==> src/rtl/proc_cu_pkg.sv <==
// Shared types and constants for the processor control unit: state and opcode
// encodings, register-file write-data selects and ALU operation codes.
package proc_cu_pkg;

  typedef enum logic [3:0] {
    S_INIT   = 4'd0,
    S_FETCH  = 4'd1,
    S_DECODE = 4'd2,
    S_NOOP   = 4'd3,
    S_LOAD_A = 4'd4,
    S_LOAD_B = 4'd5,
    S_STORE  = 4'd6,
    S_ADD    = 4'd7,
    S_SUB    = 4'd8,
    S_LDC    = 4'd9,
    S_JZ     = 4'd10,
    S_HALT   = 4'd11
  } state_t;

  typedef enum logic [3:0] {
    OP_NOOP  = 4'd0,
    OP_STORE = 4'd1,
    OP_LOAD  = 4'd2,
    OP_ADD   = 4'd3,
    OP_SUB   = 4'd4,
    OP_HALT  = 4'd5,
    OP_LDC   = 4'd6,
    OP_JZ    = 4'd7
  } opcode_t;

  localparam logic [1:0] RF_SEL_ALU   = 2'd0;
  localparam logic [1:0] RF_SEL_MEM   = 2'd1;
  localparam logic [1:0] RF_SEL_CONST = 2'd2;

  localparam logic [2:0] ALU_PASS = 3'd0;
  localparam logic [2:0] ALU_ADD  = 3'd1;
  localparam logic [2:0] ALU_SUB  = 3'd2;

endpackage

==> src/rtl/proc_pc_ir.sv <==
// Program counter and instruction register. A jump overrides the increment;
// the PC wraps naturally modulo 2^PCW.
module proc_pc_ir #(
  parameter int IW  = 16,
  parameter int PCW = 7
) (
  input  logic           clk_i,
  input  logic           rst_ni,
  input  logic           ir_load_i,
  input  logic           pc_inc_i,
  input  logic           pc_jump_i,
  input  logic [PCW-1:0] jump_target_i,
  input  logic [IW-1:0]  instr_i,
  output logic [PCW-1:0] pc_o,
  output logic [IW-1:0]  ir_o
);

  localparam logic [PCW-1:0] PC_ONE = {{(PCW-1){1'b0}}, 1'b1};

  logic [PCW-1:0] pc_q, pc_d;
  logic [IW-1:0]  ir_q, ir_d;

  always_comb begin
    pc_d = pc_q;
    ir_d = ir_q;
    if (ir_load_i) begin
      ir_d = instr_i;
    end else begin
      ir_d = ir_q;
    end
    if (pc_jump_i) begin
      pc_d = jump_target_i;
    end else if (pc_inc_i) begin
      pc_d = pc_q + PC_ONE;
    end else begin
      pc_d = pc_q;
    end
  end

  always_ff @(posedge clk_i or negedge rst_ni) begin
    if (!rst_ni) begin
      pc_q <= {PCW{1'b0}};
      ir_q <= {IW{1'b0}};
    end else begin
      pc_q <= pc_d;
      ir_q <= ir_d;
    end
  end

  assign pc_o = pc_q;
  assign ir_o = ir_q;

endmodule

==> src/rtl/proc_control_unit.sv <==
// Fetch/decode/execute control unit driving data memory, register file and ALU.
// Optional CU_ILLEGAL_TRAP_EN: opcodes 8-15 trap to HALT and set sticky Illegal.
module proc_control_unit
  import proc_cu_pkg::*;
#(
  parameter int IW  = 16,
  parameter int PCW = 7,
  parameter int DAW = 8,
  parameter int RAW = 4,
  parameter int CW  = 8
) (
  input  logic           Clk,
  input  logic           ResetN,
  input  logic [IW-1:0]  I_Data,
  input  logic           RF_Rp_Zero,
  input  logic           Resume,
  output logic [PCW-1:0] PC_Out,
  output logic [IW-1:0]  IR_Out,
  output logic [3:0]     State,
  output logic [3:0]     NextState,
  output logic [DAW-1:0] D_Addr,
  output logic           D_Wr,
  output logic [1:0]     RF_s,
  output logic [RAW-1:0] RF_W_Addr,
  output logic           RF_W_En,
  output logic [RAW-1:0] RF_Ra_Addr,
  output logic [RAW-1:0] RF_Rb_Addr,
  output logic [CW-1:0]  RF_Const,
  output logic [2:0]     ALU_s0,
  output logic           Halted
`ifdef CU_ILLEGAL_TRAP_EN
 ,output logic           Illegal
`endif
);

  state_t         state_q, state_d;
  logic           ir_load, pc_inc, pc_jump;
  logic [IW-1:0]  ir_q;
  logic [3:0]     opcode;

  assign opcode = ir_q[IW-1:IW-4];

`ifdef CU_ILLEGAL_TRAP_EN
  logic illegal_q, illegal_d;
`endif

  proc_pc_ir #(
    .IW  (IW),
    .PCW (PCW)
  ) u_pc_ir (
    .clk_i         (Clk),
    .rst_ni        (ResetN),
    .ir_load_i     (ir_load),
    .pc_inc_i      (pc_inc),
    .pc_jump_i     (pc_jump),
    .jump_target_i (PCW'(ir_q[7:0])),
    .instr_i       (I_Data),
    .pc_o          (PC_Out),
    .ir_o          (ir_q)
  );

  always_comb begin
    state_d    = state_q;
    ir_load    = 1'b0;
    pc_inc     = 1'b0;
    pc_jump    = 1'b0;
    D_Addr     = {DAW{1'b0}};
    D_Wr       = 1'b0;
    RF_s       = RF_SEL_ALU;
    RF_W_Addr  = {RAW{1'b0}};
    RF_W_En    = 1'b0;
    RF_Ra_Addr = {RAW{1'b0}};
    RF_Rb_Addr = {RAW{1'b0}};
    RF_Const   = {CW{1'b0}};
    ALU_s0     = ALU_PASS;
    Halted     = 1'b0;
`ifdef CU_ILLEGAL_TRAP_EN
    illegal_d  = illegal_q;
`endif
    case (state_q)
      S_INIT:   state_d = S_FETCH;
      S_FETCH: begin
        ir_load = 1'b1;
        pc_inc  = 1'b1;
        state_d = S_DECODE;
      end
      S_DECODE: begin
        case (opcode)
          OP_NOOP:  state_d = S_NOOP;
          OP_STORE: state_d = S_STORE;
          OP_LOAD:  state_d = S_LOAD_A;
          OP_ADD:   state_d = S_ADD;
          OP_SUB:   state_d = S_SUB;
          OP_HALT:  state_d = S_HALT;
          OP_LDC:   state_d = S_LDC;
          OP_JZ:    state_d = S_JZ;
          default: begin
`ifdef CU_ILLEGAL_TRAP_EN
            state_d   = S_HALT;
            illegal_d = 1'b1;
`else
            state_d   = S_NOOP;
`endif
          end
        endcase
      end
      S_NOOP:   state_d = S_FETCH;
      S_LOAD_A, S_LOAD_B: begin
        D_Addr    = DAW'(ir_q[7:0]);
        RF_s      = RF_SEL_MEM;
        RF_W_Addr = RAW'(ir_q[11:8]);
        // Write only in the second cycle, once the memory read data is valid.
        if (state_q == S_LOAD_B) begin
          RF_W_En = 1'b1;
          state_d = S_FETCH;
        end else begin
          RF_W_En = 1'b0;
          state_d = S_LOAD_B;
        end
      end
      S_STORE: begin
        D_Addr     = DAW'(ir_q[7:0]);
        RF_Ra_Addr = RAW'(ir_q[11:8]);
        D_Wr       = 1'b1;
        state_d    = S_FETCH;
      end
      S_ADD, S_SUB: begin
        RF_Ra_Addr = RAW'(ir_q[11:8]);
        RF_Rb_Addr = RAW'(ir_q[7:4]);
        RF_W_Addr  = RAW'(ir_q[3:0]);
        RF_s       = RF_SEL_ALU;
        RF_W_En    = 1'b1;
        if (state_q == S_ADD) begin
          ALU_s0 = ALU_ADD;
        end else begin
          ALU_s0 = ALU_SUB;
        end
        state_d = S_FETCH;
      end
      S_LDC: begin
        RF_Const  = CW'(ir_q[7:0]);
        RF_s      = RF_SEL_CONST;
        RF_W_Addr = RAW'(ir_q[11:8]);
        RF_W_En   = 1'b1;
        state_d   = S_FETCH;
      end
      S_JZ: begin
        RF_Ra_Addr = RAW'(ir_q[11:8]);
        pc_jump    = RF_Rp_Zero;
        state_d    = S_FETCH;
      end
      S_HALT: begin
        Halted = 1'b1;
        if (Resume) begin
          state_d = S_FETCH;
        end else begin
          state_d = S_HALT;
        end
      end
      default:  state_d = S_INIT;
    endcase
  end

  // FSM state register; reset aborts any instruction in flight.
  always_ff @(posedge Clk or negedge ResetN) begin
    if (!ResetN) begin
      state_q <= S_INIT;
    end else begin
      state_q <= state_d;
    end
  end

`ifdef CU_ILLEGAL_TRAP_EN
  // Sticky illegal-opcode flag, cleared only by reset.
  always_ff @(posedge Clk or negedge ResetN) begin
    if (!ResetN) begin
      illegal_q <= 1'b0;
    end else begin
      illegal_q <= illegal_d;
    end
  end

  assign Illegal = illegal_q;
`endif

  assign State     = state_q;
  assign NextState = state_d;
  assign IR_Out    = ir_q;

endmodule
==> config.mk <==
export PLATFORM = sky130hd
export DESIGN_NAME = proc_control_unit
export DESIGN_NICKNAME = d
export VERILOG_FILES = /design/src/rtl/proc_cu_pkg.sv /design/src/rtl/proc_pc_ir.sv /design/src/rtl/proc_control_unit.sv
export SDC_FILE = /design/constraint.sdc
export NUM_CORES = 1
export LEC_CHECK = 0
export ABC_AREA = 1
export BUFFER_PORTS_ARGS = -buffer_cell sky130_fd_sc_hd__buf_2
export CAP_MARGIN = 30
export CORE_MARGIN = 3
export CORE_UTILIZATION = 47
export CTS_BUF_LIST = sky130_fd_sc_hd__clkbuf_4
export CTS_CLUSTER_DIAMETER = 200
export DETAILED_ROUTE_END_ITERATION = 8
export HOLD_SLACK_MARGIN = 0.15
export PLACE_DENSITY = 0.85
export SLEW_MARGIN = 15
export SYNTH_ARGS = -nofsm -noshare
export SYNTH_HDL_FRONTEND = slang
export SYNTH_HIERARCHICAL = 1
export SYNTH_SLANG_ARGS = --single-unit
==> constraint.sdc <==
create_clock -name Clk -period 1.6 [get_ports Clk]
set_input_delay 0.16 -clock Clk [delete_from_list [all_inputs] [get_ports Clk]]
set_output_delay 0.16 -clock Clk [all_outputs]
set_load 0.02 [all_outputs]
==> flow_summary.toml, run 1 <==
[synth]
yosysTopAreaCell = "dfrtp_1"
synthTopCellsByArea = "dfrtp_1 41%, nand2_1 11%, mux2_4 9.0%"
synth_top_area_frac = 0.407
yosysSeqAreaShare = 0.407
syn_nets = 229
synth_edf_count = 0
synthDistinctLibCells = 26
synth_commonest_cells = "47 x nand2_1, 31 x inv_1, 28 x nor2_1, 27 x dfrtp_1, 12 x nand3_1"
synthesis.area_sq_um = 1660
synth_cells = 206
synth.avg_cell_area_sq_um = 8.05
synth-main-ff-cell = "dfrtp_1"
synth_most_common_cell = "nand2_1"
synth_seq_cells = 27
yosysWarnings = 6
synthArstFlopShare = 1.00

[timing]
worstEpCategory = "primary output"
worstEndpointGrtRepair = "RF_W_Addr[1]"

[die]
die_x_um = 65.4
start_util = 0.518
pin_count = 87
die_h_um = 65.4
row_count = 20

[place]
gp_congestion = 0.942
placed_area_sq_um = 2150
dp_slack_ns = 0.107
hpwl_um = 3610
place.port_buffers = 85
place_inst = 337

[grt]
grt_start_max_net_pins = 28
antenna_found_initial = 1

[outcome]
outcome = "stopped before the end"
tool.error = "[ERROR DPL-0033] detailed placement checks failed during check placement."
lastStage = "global routing"

[cts]
cts_max_path_buffers = 2
cts_buffers = 3
cts_root_buf = "clkbuf_4"
htreeDepth = 1
clkSinkCount = 27
-- logic make-up after synthesis --
family | synth area share
AND/OR/NAND/NOR | 0.235
buffers and inverters | 0.110
flip-flops | 0.407
AO/OA/AOI/OAI | 0.0860
multiplexers | 0.131
adder cells (fa/ha/maj) | 0.0226
other | 0.00226
XOR/XNOR | 0.00528
-- metrics by stage --
stage / util / hold WS [ns]
after global placement: 0.672 / 0.199
after detailed placement: 0.672 / 0.203
after floorplan: - / -0.136
after CTS: 0.851 / 0.343
-- repair_timing --
item | CTS
hold buffers | 18
setup endpoints to repair | 33
gates cloned | 1
pin swaps | 10
endpoints found under the hold margin | 44
gates resized for setup | 98
setup buffers | 8
==> inputs of run 2 (changes only) <==
- CORE_UTILIZATION: 47 -> 40
- CTS_BUF_LIST: sky130_fd_sc_hd__clkbuf_4 -> not set
- CTS_CLUSTER_DIAMETER: 200 -> not set
- HOLD_SLACK_MARGIN: 0.15 -> not set
- PLACE_DENSITY: 0.85 -> not set
- PLACE_DENSITY_LB_ADDON: not set -> 0.15
==> flow_summary.toml, run 2 <==
[outcome]
outcome = "finished, violations left"
violations = "setup timing"

[die]
row_count = 22
die_x_um = 70.4
fp.dieArea_sq_um = 4960
die_h_um = 70.4
pin_count = 87
coreArea_sq_um = 3830
start_util = 0.434

[hold_path]
worst_hold_path.endpoint = "u_pc_ir/ir_o[10]$_DFFE_PN0P_"
hold_start = "I_Data[10]"
worstHoldPathCells = 2
min-delay-path-class = "primary input to flip-flop"

[finish]
most-common-layout-cells = "55 x buf_2, 38 x buf_4, 36 x nand2_1, 26 x dfrtp_1, 25 x inv_1"
final_cells = 364
seqCellArea_sq_um = 677
finalNetCount = 340
nFillCells = 286
layout_commonest_cell = "buf_2"
syn2layout_area_growth_pct = 63.2
multiInputGateArea_sq_um = 1000
drive_above_1_share = 0.585
largest_register_ffs = 16
n_antenna_cell = 0

[timing]
slew_violations = 0
period_minus_slack_ns = 1.77
worstMarginPinSlew_ns = 0.618
setup_ws_ns = -0.170
clock.fmax_mhz = 565
rsz0062_at_grt = "yes"
maxSlewHeadroom = 0.588
final.setup_skew_ns = 0.00521
finalCritPeriodShare = 1.11
finalHoldViolCount = 0
whs_ns = 0.101
setup-tns-final_ns = -2.10
setup_viol = 33

[grt]
grt_pass1_vias = 1701
antenna_found_initial = 0
grt_pass1_wl_um = 8030
grt_start_max_net_pins = 28
grt-ovfl-total = 0
grt_usage = 0.200

[synth]
synth_seq_cells = 27
synth_most_common_cell = "nand2_1"
synth_top_area_frac = 0.407
synthDistinctLibCells = 26
yosysWarnings = 6
synth-main-ff-cell = "dfrtp_1"
synthArstFlopShare = 1.00
yosysTopAreaCell = "dfrtp_1"
syn_nets = 229
synth_commonest_cells = "47 x nand2_1, 31 x inv_1, 28 x nor2_1, 27 x dfrtp_1, 12 x nand3_1"
synth_edf_count = 0
synth_cells = 206
synthesis.area_sq_um = 1660
yosysSeqAreaShare = 0.407
synth.avg_cell_area_sq_um = 8.05
synthTopCellsByArea = "dfrtp_1 41%, nand2_1 11%, mux2_4 9.0%"

[critical_path]
r2r-end = "u_pc_ir/ir_o[13]$_DFFE_PN0P_"
crit_buf_inv = 3
r2r-start = "State[3]$_DFF_PN0_"
critical_path_arrival_ns = 1.61
criticalPathCategory = "flip-flop to output pin"
rr_worst_depth = 7
r2r_slack_ns = -0.01
crit_path_end_kind = "output pin"
required_ns = 1.44
cp_common_cell = "buf_6"
worstPathMaxFanout = 5
path_cells = "inv_2 > nand4_1 > buf_6 > a21oi_2 > buf_6"
slowest_delay_ns = 0.43
crit_slowest_cell = "dfrtp_1"
worst_setup_path_start_kind = "flip-flop"
crit_family = "buffers and inverters"

[route]
antenna_left = 0
first_pass_iters = 4
drc_errors = 0
viasPerCell = 5.04
drt_iter0_markers = 86
wl_um = 5560
wire_per_inst_um = 15.3
num_vias = 1834

[cts]
cts_buffers = 3
cts_tree = "yes"
clkSinkCount = 27
clock_latency_ns = 0.28
htreeDepth = 1
cts_max_path_buffers = 2
clkTransAtPathRegs_ns = 0.10
cts_root_buf = "clkbuf_8"

[place]
dp_slack_ns = 0.121
hpwl_um = 3600
place.port_buffers = 85
gp_congestion = 0.911
place_inst = 342

[pwr]
p_leak_uw = 0.00149
power_density_nw_per_um2 = 2090
vdd_drop_max_uv = 1200

[job]
maxCapViolCount = 0
-- run 2: cell counts after synthesis --
No cell type changed its count.
-- run 2: worst register-to-register path, stage by stage, from the launching register on --
cell       delay, ns
dfrtp_1         0.43
buf_4           0.15
buf_4           0.14
nor2_4          0.12
nand2_4         0.09
inv_6           0.10
clkbuf_16       0.15
mux2_2          0.32
-- run 2: area by class of cell --
type | count | area share
clock inverter | 1 | 0.00185
multi-input combinational | 140 | 0.370
tap | 48 | 0.0222
sequential | 27 | 0.250
inverter | 34 | 0.0508
timing repair buffer | 111 | 0.290
clock buffer | 3 | 0.0152
-- run 2: worst max-delay path by stage --
stage | cells after the start | startpoint | end
2_1_floorplan | 6 | State[1]$_DFF_PN0_ | RF_W_Addr[0]
3_3_place_gp | 8 | u_pc_ir/ir_o[12]$_DFFE_PN0P_ | NextState[0]
3_5_place_dp | 5 | State[1]$_DFF_PN0_ | u_pc_ir/ir_o[6]$_DFFE_PN0P_
4_1_cts | 5 | State[3]$_DFF_PN0_ | RF_Rb_Addr[3]
5_1_grt | 5 | State[3]$_DFF_PN0_ | RF_Rb_Addr[2]
6_report | 5 | State[3]$_DFF_PN0_ | RF_Rb_Addr[2]
-- run 2: kinds of logic (layout without fill, tap and decap cells) --
| logic type | count (synthesis) | in the layout | share of synthesized area |
|---|---|---|---|
| AND/OR/NAND/NOR | 95 | 95 | 0.235 |
| buffers and inverters | 39 | 149 | 0.110 |
| flip-flops | 27 | 27 | 0.407 |
| AO/OA/AOI/OAI | 24 | 24 | 0.0860 |
| multiplexers | 16 | 16 | 0.131 |
| adder cells (fa/ha/maj) | 3 | 3 | 0.0226 |
| other | 1 | 1 | 0.00226 |
| XOR/XNOR | 1 | 1 | 0.00528 |
-- run 2: metal layers --
metal / track usage / routed length, um / up-vias
met5: 0 / 0 / -
met4: 0.0404 / 103 / 0
met3: 0.0561 / 361 / 10
met2: 0.354 / 2890 / 65
met1: 0.240 / 2210 / 885
li1: - / - / 874
-- run 2: stage by stage --
stage | power [uW] | util | instance area, sq um
global placement | 4210 | 0.566 | 2160
CTS | 4990 | 0.629 | 2410
global route | 6000 | 0.708 | 2710
detailed placement | 4230 | 0.566 | 2160
finish | 5650 | 0.708 | 2710
floorplan | 3390 | - | 1660
-- run 2: what timing repair did --
| item | in CTS | in global routing |
|---|---|---|
| hold buffers | 1 | 0 |
| gates cloned | 0 | 1 |
| pin swaps | 7 | 9 |
| setup endpoints to repair | 31 | 58 |
| endpoints found under the hold margin | 27 | 0 |
| buffers inserted | 9 | 7 |
| gates resized for setup | 40 | 70 |
-- run 2: where the power goes --
part	leakage (uW)	switching, uW	internal [uW]	total (uW)
Clock	0.0000255	226	175	401
Combinational	0.00113	2100	1710	3810
Sequential	0.000327	425	1010	1440
Total	0.00149	2750	2900	5650
No activity file was read; power rests on OpenSTA's default activity.
==> inputs of run 3 (changes only) <==
- CORE_MARGIN: 3 -> 2
- SYNTH_HIERARCHICAL: 1 -> not set
==> flow_summary.toml, run 3 <==
[outcome]
outcome = "finished, violations left"
violations = "setup timing"

[cts]
htreeDepth = 1
clock_latency_ns = 0.27
cts_tree = "yes"
cts_max_path_buffers = 2
clkTransAtPathRegs_ns = 0.10
cts_root_buf = "clkbuf_8"
cts_buffers = 3
clkSinkCount = 27

[timing]
finalHoldViolCount = 0
period_minus_slack_ns = 1.67
maxSlewHeadroom = 0.580
setup-tns-final_ns = -0.836
setup_viol = 23
finalCritPeriodShare = 1.05
rsz0062_at_grt = "yes"
slew_violations = 0
clock.fmax_mhz = 597
worstMarginPinSlew_ns = 0.631
final.setup_skew_ns = 0.00562
setup_ws_ns = -0.0737

[finish]
drive_above_1_share = 0.498
largest_register_ffs = 16
nFillCells = 325
syn2layout_area_growth_pct = 63.0
most-common-layout-cells = "60 x buf_2, 45 x nand2_1, 37 x buf_4, 25 x nor2_1"
multiInputGateArea_sq_um = 896
n_antenna_cell = 0
finalNetCount = 351
layout_commonest_cell = "buf_2"
seqCellArea_sq_um = 679

[route]
drt_iter0_markers = 167
wire_per_inst_um = 14.2
antenna_left = 0
num_vias = 1834
wl_um = 5320
viasPerCell = 4.89
first_pass_iters = 4
drc_errors = 0

[synth]
synthTopCellsByArea = "dfrtp_1 43%, nand2_1 12%, nand3_1 8.0%"
synth_cells = 216
synth_commonest_cells = "52 x nand2_1, 33 x nor2_1, 28 x inv_1, 27 x dfrtp_1, 25 x nand3_1"
synth_most_common_cell = "nand2_1"
synthesis.area_sq_um = 1560
synthDistinctLibCells = 24
synthArstFlopShare = 1.00
yosysWarnings = 0
synth_edf_count = 0
synth_top_area_frac = 0.432
yosysTopAreaCell = "dfrtp_1"
yosysSeqAreaShare = 0.432
synth_seq_cells = 27
syn_nets = 239
synth.avg_cell_area_sq_um = 7.24
synth-main-ff-cell = "dfrtp_1"

[pwr]
p_total_uw = 5230
vdd_drop_max_uv = 826
p_leak_uw = 0.00138
power_density_nw_per_um2 = 2050

[place]
place.port_buffers = 85
hpwl_um = 3330
gp_congestion = 0.806

[critical_path]
crit_buf_inv = 2
r2r_slack_ns = 0.17
rr_worst_depth = 7
r2r-end = "u_pc_ir.ir_o[12]$_DFFE_PN0N_"
slowest_delay_ns = 0.39
crit_family = "flip-flops"
path_cells = "inv_2 > ha_4 > nand3b_1 > nand3_2 > a21boi_2 > buf_6"
worstPathMaxFanout = 2
r2r-start = "State[1]$_DFF_PN0_"
worst_setup_path_start_kind = "flip-flop"
required_ns = 1.44
crit_slowest_cell = "dfrtp_1"
criticalPathCategory = "flip-flop to output pin"
crit_path_end_kind = "output pin"
critical_path_arrival_ns = 1.51

[grt]
grt-ovfl-total = 0
grt_usage = 0.225
grt_pass1_vias = 1602
grt_pass1_wl_um = 7530
grt_start_max_net_pins = 30
antenna_found_initial = 0

[die]
coreArea_sq_um = 3720
pin_count = 87
die_h_um = 66.5
start_util = 0.421
row_count = 22
fp.dieArea_sq_um = 4430
die_x_um = 66.5

[hold_path]
hold_start = "I_Data[14]"
worstHoldPathCells = 3
min-delay-path-class = "primary input to flip-flop"
worst_hold_path.endpoint = "u_pc_ir.ir_o[14]$_DFFE_PN0N_"

[job]
maxCapViolCount = 0
run 3: cell count changes after synthesis, sizes merged, moves of 4 or more:
cell / change
mux2: -16
nor2: +5
o21ai: +15
a21oi: -9
nand3: +14
a22oi: -4
nand2: +6
run 3: kinds of logic after synthesis:
group,after synthesis,share of synthesized area
flops,27,0.432
compound gates,28,0.101
fa+ha+maj,3,0.0240
other cells,1,0.00240
buf+inv,36,0.104
simple gates,121,0.337
run 3: where the power goes:
group | total, uW | internal (uW) | switching, uW
Sequential | 1350 | 1010 | 334
Clock | 390 | 178 | 212
Combinational | 3500 | 1360 | 2140
run 3: tightest hold or removal path, cell delays in order:
cell	delay [ns]
buf_2	0.07
nand2_1	0.04
nand2_1	0.04
run 3: repair_timing:
action / CTS / global route
setup endpoints to repair: 33 / 34
hold endpoints to repair: 27 / 0
pin swaps: 8 / 19
setup buffers: 12 / 8
hold buffers: 1 / 0
resized for setup: 49 / 43
run 3: layer usage:
metal	track usage	part of all wire	vias to the layer above
met5	0	0	-
met1	0.312	0.40	857
met4	0.0663	0.014	0
li1	-	-	900
met2	0.370	0.53	71
met3	0.0220	0.055	6
run 3: final cells by class:
class | count | area share
Tap cell | 48 | 0.0236
Inverter | 31 | 0.0486
Sequential cell | 27 | 0.266
Multi-Input combinational cell | 153 | 0.351
Clock buffer | 4 | 0.0177
Timing Repair Buffer | 112 | 0.292
run 3: through the flow:
| stage | std cells | area, sq um | setup slack [ns] | util | hold slack [ns] |
|---|---|---|---|---|---|
| global placement | 350 | 2060 | 0.0995 | 0.554 | 0.219 |
| floorplan | 216 | 1570 | -0.0258 | - | -0.136 |
| finish | 375 | 2550 | -0.0737 | 0.686 | 0.0748 |
| detailed placement | 350 | 2060 | 0.0706 | 0.554 | 0.217 |
| global route | 375 | 2550 | -0.132 | 0.686 | 0.0832 |
| CTS | 367 | 2340 | -0.0342 | 0.630 | 0.0778 |
run 3: worst max-delay path by stage:
stage | from | to | slack, ns | cells after the start
detailed placement | State[3]$_DFF_PN0_ | RF_W_Addr[2] | 0.07 | 6
global placement | State[3]$_DFF_PN0_ | RF_W_Addr[3] | 0.1 | 6
global route | State[0]$_DFF_PN0_ | NextState[0] | -0.13 | 6
finish | u_pc_ir.ir_o[12]$_DFFE_PN0N_ | NextState[0] | -0.07 | 6
floorplan | State[1]$_DFF_PN0_ | State[3]$_DFF_PN0_ | -0.03 | 4
CTS | State[3]$_DFF_PN0_ | NextState[0] | -0.03 | 6
==> inputs of run 4 (changes only) <==
- CORE_AREA: not set -> 2 2 63 65
- CORE_MARGIN: 2 -> not set
- CORE_UTILIZATION: 40 -> not set
- DIE_AREA: not set -> 0 0 65 67
==> flow_summary.toml, run 4 (same netlist as run 3, synthesis figures left out) <==
[outcome]
outcome = "finished, violations left"
violations = "setup timing"

[finish]
fin_util = 0.720
largest_register_ffs = 16
seqCellArea_sq_um = 679
multiInputGateArea_sq_um = 925
nFillCells = 297
layout_commonest_cell = "buf_2"
most-common-layout-cells = "55 x buf_2, 48 x nand2_1, 36 x buf_4, 24 x dfrtp_1, 24 x nand3_1"
syn2layout_area_growth_pct = 65.9
drive_above_1_share = 0.512
n_antenna_cell = 0
finalNetCount = 348

[route]
wl_um = 5580
drt_iter0_markers = 246
viasPerCell = 5.09
wire_per_inst_um = 15.0
antenna_left = 0
first_pass_iters = 4
drc_errors = 0
num_vias = 1893

[grt]
grt_start_max_net_pins = 28
grt_pass1_vias = 1659
antenna_found_initial = 0
grt_pass1_wl_um = 7910
grt-ovfl-total = 0
grt_usage = 0.238

[timing]
slew_violations = 0
finalHoldViolCount = 0
period_minus_slack_ns = 1.78
maxSlewHeadroom = 0.586
finalCritPeriodShare = 1.11
setup_viol = 26
clock.fmax_mhz = 562
rsz0062_at_grt = "yes"
setup_ws_ns = -0.178
worstMarginPinSlew_ns = 0.620
final.setup_skew_ns = 0.00295

[critical_path]
cp_common_cell = "buf_4"
criticalPathCategory = "flip-flop to output pin"
crit_path_end_kind = "output pin"
path_cells = "buf_4 > nor2_2 > nand2_1 > o21ai_1 > buf_4"
slowest_delay_ns = 0.42
worstPathMaxFanout = 4
critical_path_arrival_ns = 1.62
crit_slowest_cell = "dfrtp_1"
required_ns = 1.44
worst_setup_path_start_kind = "flip-flop"

[die]
die_x_um = 65
fp.dieArea_sq_um = 4360
pin_count = 87
start_util = 0.434
die_h_um = 67
row_count = 22
coreArea_sq_um = 3610

[place]
gp_congestion = 0.850
hpwl_um = 3410
place.port_buffers = 85
dp_slack_ns = 0.0580

[cts]
clock_latency_ns = 0.27
cts_max_path_buffers = 2
clkTransAtPathRegs_ns = 0.10
cts_tree = "yes"
cts_root_buf = "clkbuf_8"
cts_buffers = 3
clkSinkCount = 27
htreeDepth = 1

[pwr]
power_density_nw_per_um2 = 2020
p_switching_uw = 2720
combPwrFrac = 0.663
vdd_drop_max_uv = 1060
p_int_uw = 2510
p_leak_uw = 0.00136
sw_frac_of_total = 0.521
p_clk_frac = 0.078
p_seq_frac = 0.259

[job]
maxCapViolCount = 0

[hold_path]
min-delay-path-class = "primary input to flip-flop"
-- run 4: cell types whose count changed in the layout (fill, tap and decap cells not counted), sizes merged --
| cell | before | now |
|---|---|---|
| buf | 111 | 108 |
-- run 4: layout make-up --
class / count / area share
repair buffers: 109 / 0.295
well taps: 48 / 0.0231
flip-flops and latches: 27 / 0.262
inverters: 31 / 0.0468
multi-input cells: 153 / 0.356
clock buffers: 4 / 0.0174
-- run 4: final timing paths --
path,startpoint,end,slack (ns),depth (start not counted)
setup / recovery,State[0]$_DFF_PN0_,NextState[3],-0.18,5
hold / removal,I_Data[13],u_pc_ir.ir_o[13]$_DFFE_PN0N_,0.08,3
setup reg to reg,State[2]$_DFF_PN0_,u_pc_ir.ir_o[1]$_DFFE_PN0N_,0.17,7
hold reg to reg,u_pc_ir.ir_o[4]$_DFFE_PN0N_,u_pc_ir.pc_o[4]$_DFFE_PN0P_,0.54,2
max in group asynchronous,ResetN,State[3]$_DFF_PN0_,0.73,2
min in group asynchronous,ResetN,u_pc_ir.ir_o[13]$_DFFE_PN0N_,0.43,2
-- run 4: repair_timing --
item	CTS	global route
setup endpoints to repair	33	33
setup buffers	12	6
hold endpoints to repair	27	0
hold buffers	1	0
pin swaps	9	10
resized for setup	54	56
-- run 4: worst max-delay path: cells and delay by family (launching register included) --
kind / cells / cell delay (ns)
flops: 1 / 0.42
compound gates: 1 / 0.24
buf+inv: 2 / 0.36
simple gates: 2 / 0.32
-- run 4: routing by layer --
metal  share of wire  up-vias  global-route usage
li1                -      896                   -
met1            0.39      897               0.320
met2            0.52       88               0.401
met3           0.070       12              0.0203
met4           0.020        0              0.0798
met5               0        -                   0
-- run 4: power by group through the flow --
stage	logic (uW)	registers [uW]	clock network, uW
after floorplan	1410	1680	0
after global placement	2550	1330	0
after detailed placement	2590	1350	0
after CTS	3060	1330	400
after global routing	3710	1400	436
final	3470	1360	406
-- run 4: metrics by stage --
stage          setup TNS, ns  total power, uW  hold WS (ns)  instances  instance area, sq um
3_5_place_dp               0             3930         0.212        349                  2060
6_report               -1.52             5230        0.0825        372                  2590
5_1_grt                -2.61             5550        0.0887        372                  2590
3_3_place_gp               0             3880         0.209        349                  2060
2_1_floorplan        -0.0886             3090        -0.136        216                  1570
4_1_cts               -0.150             4790        0.0865        366                  2370
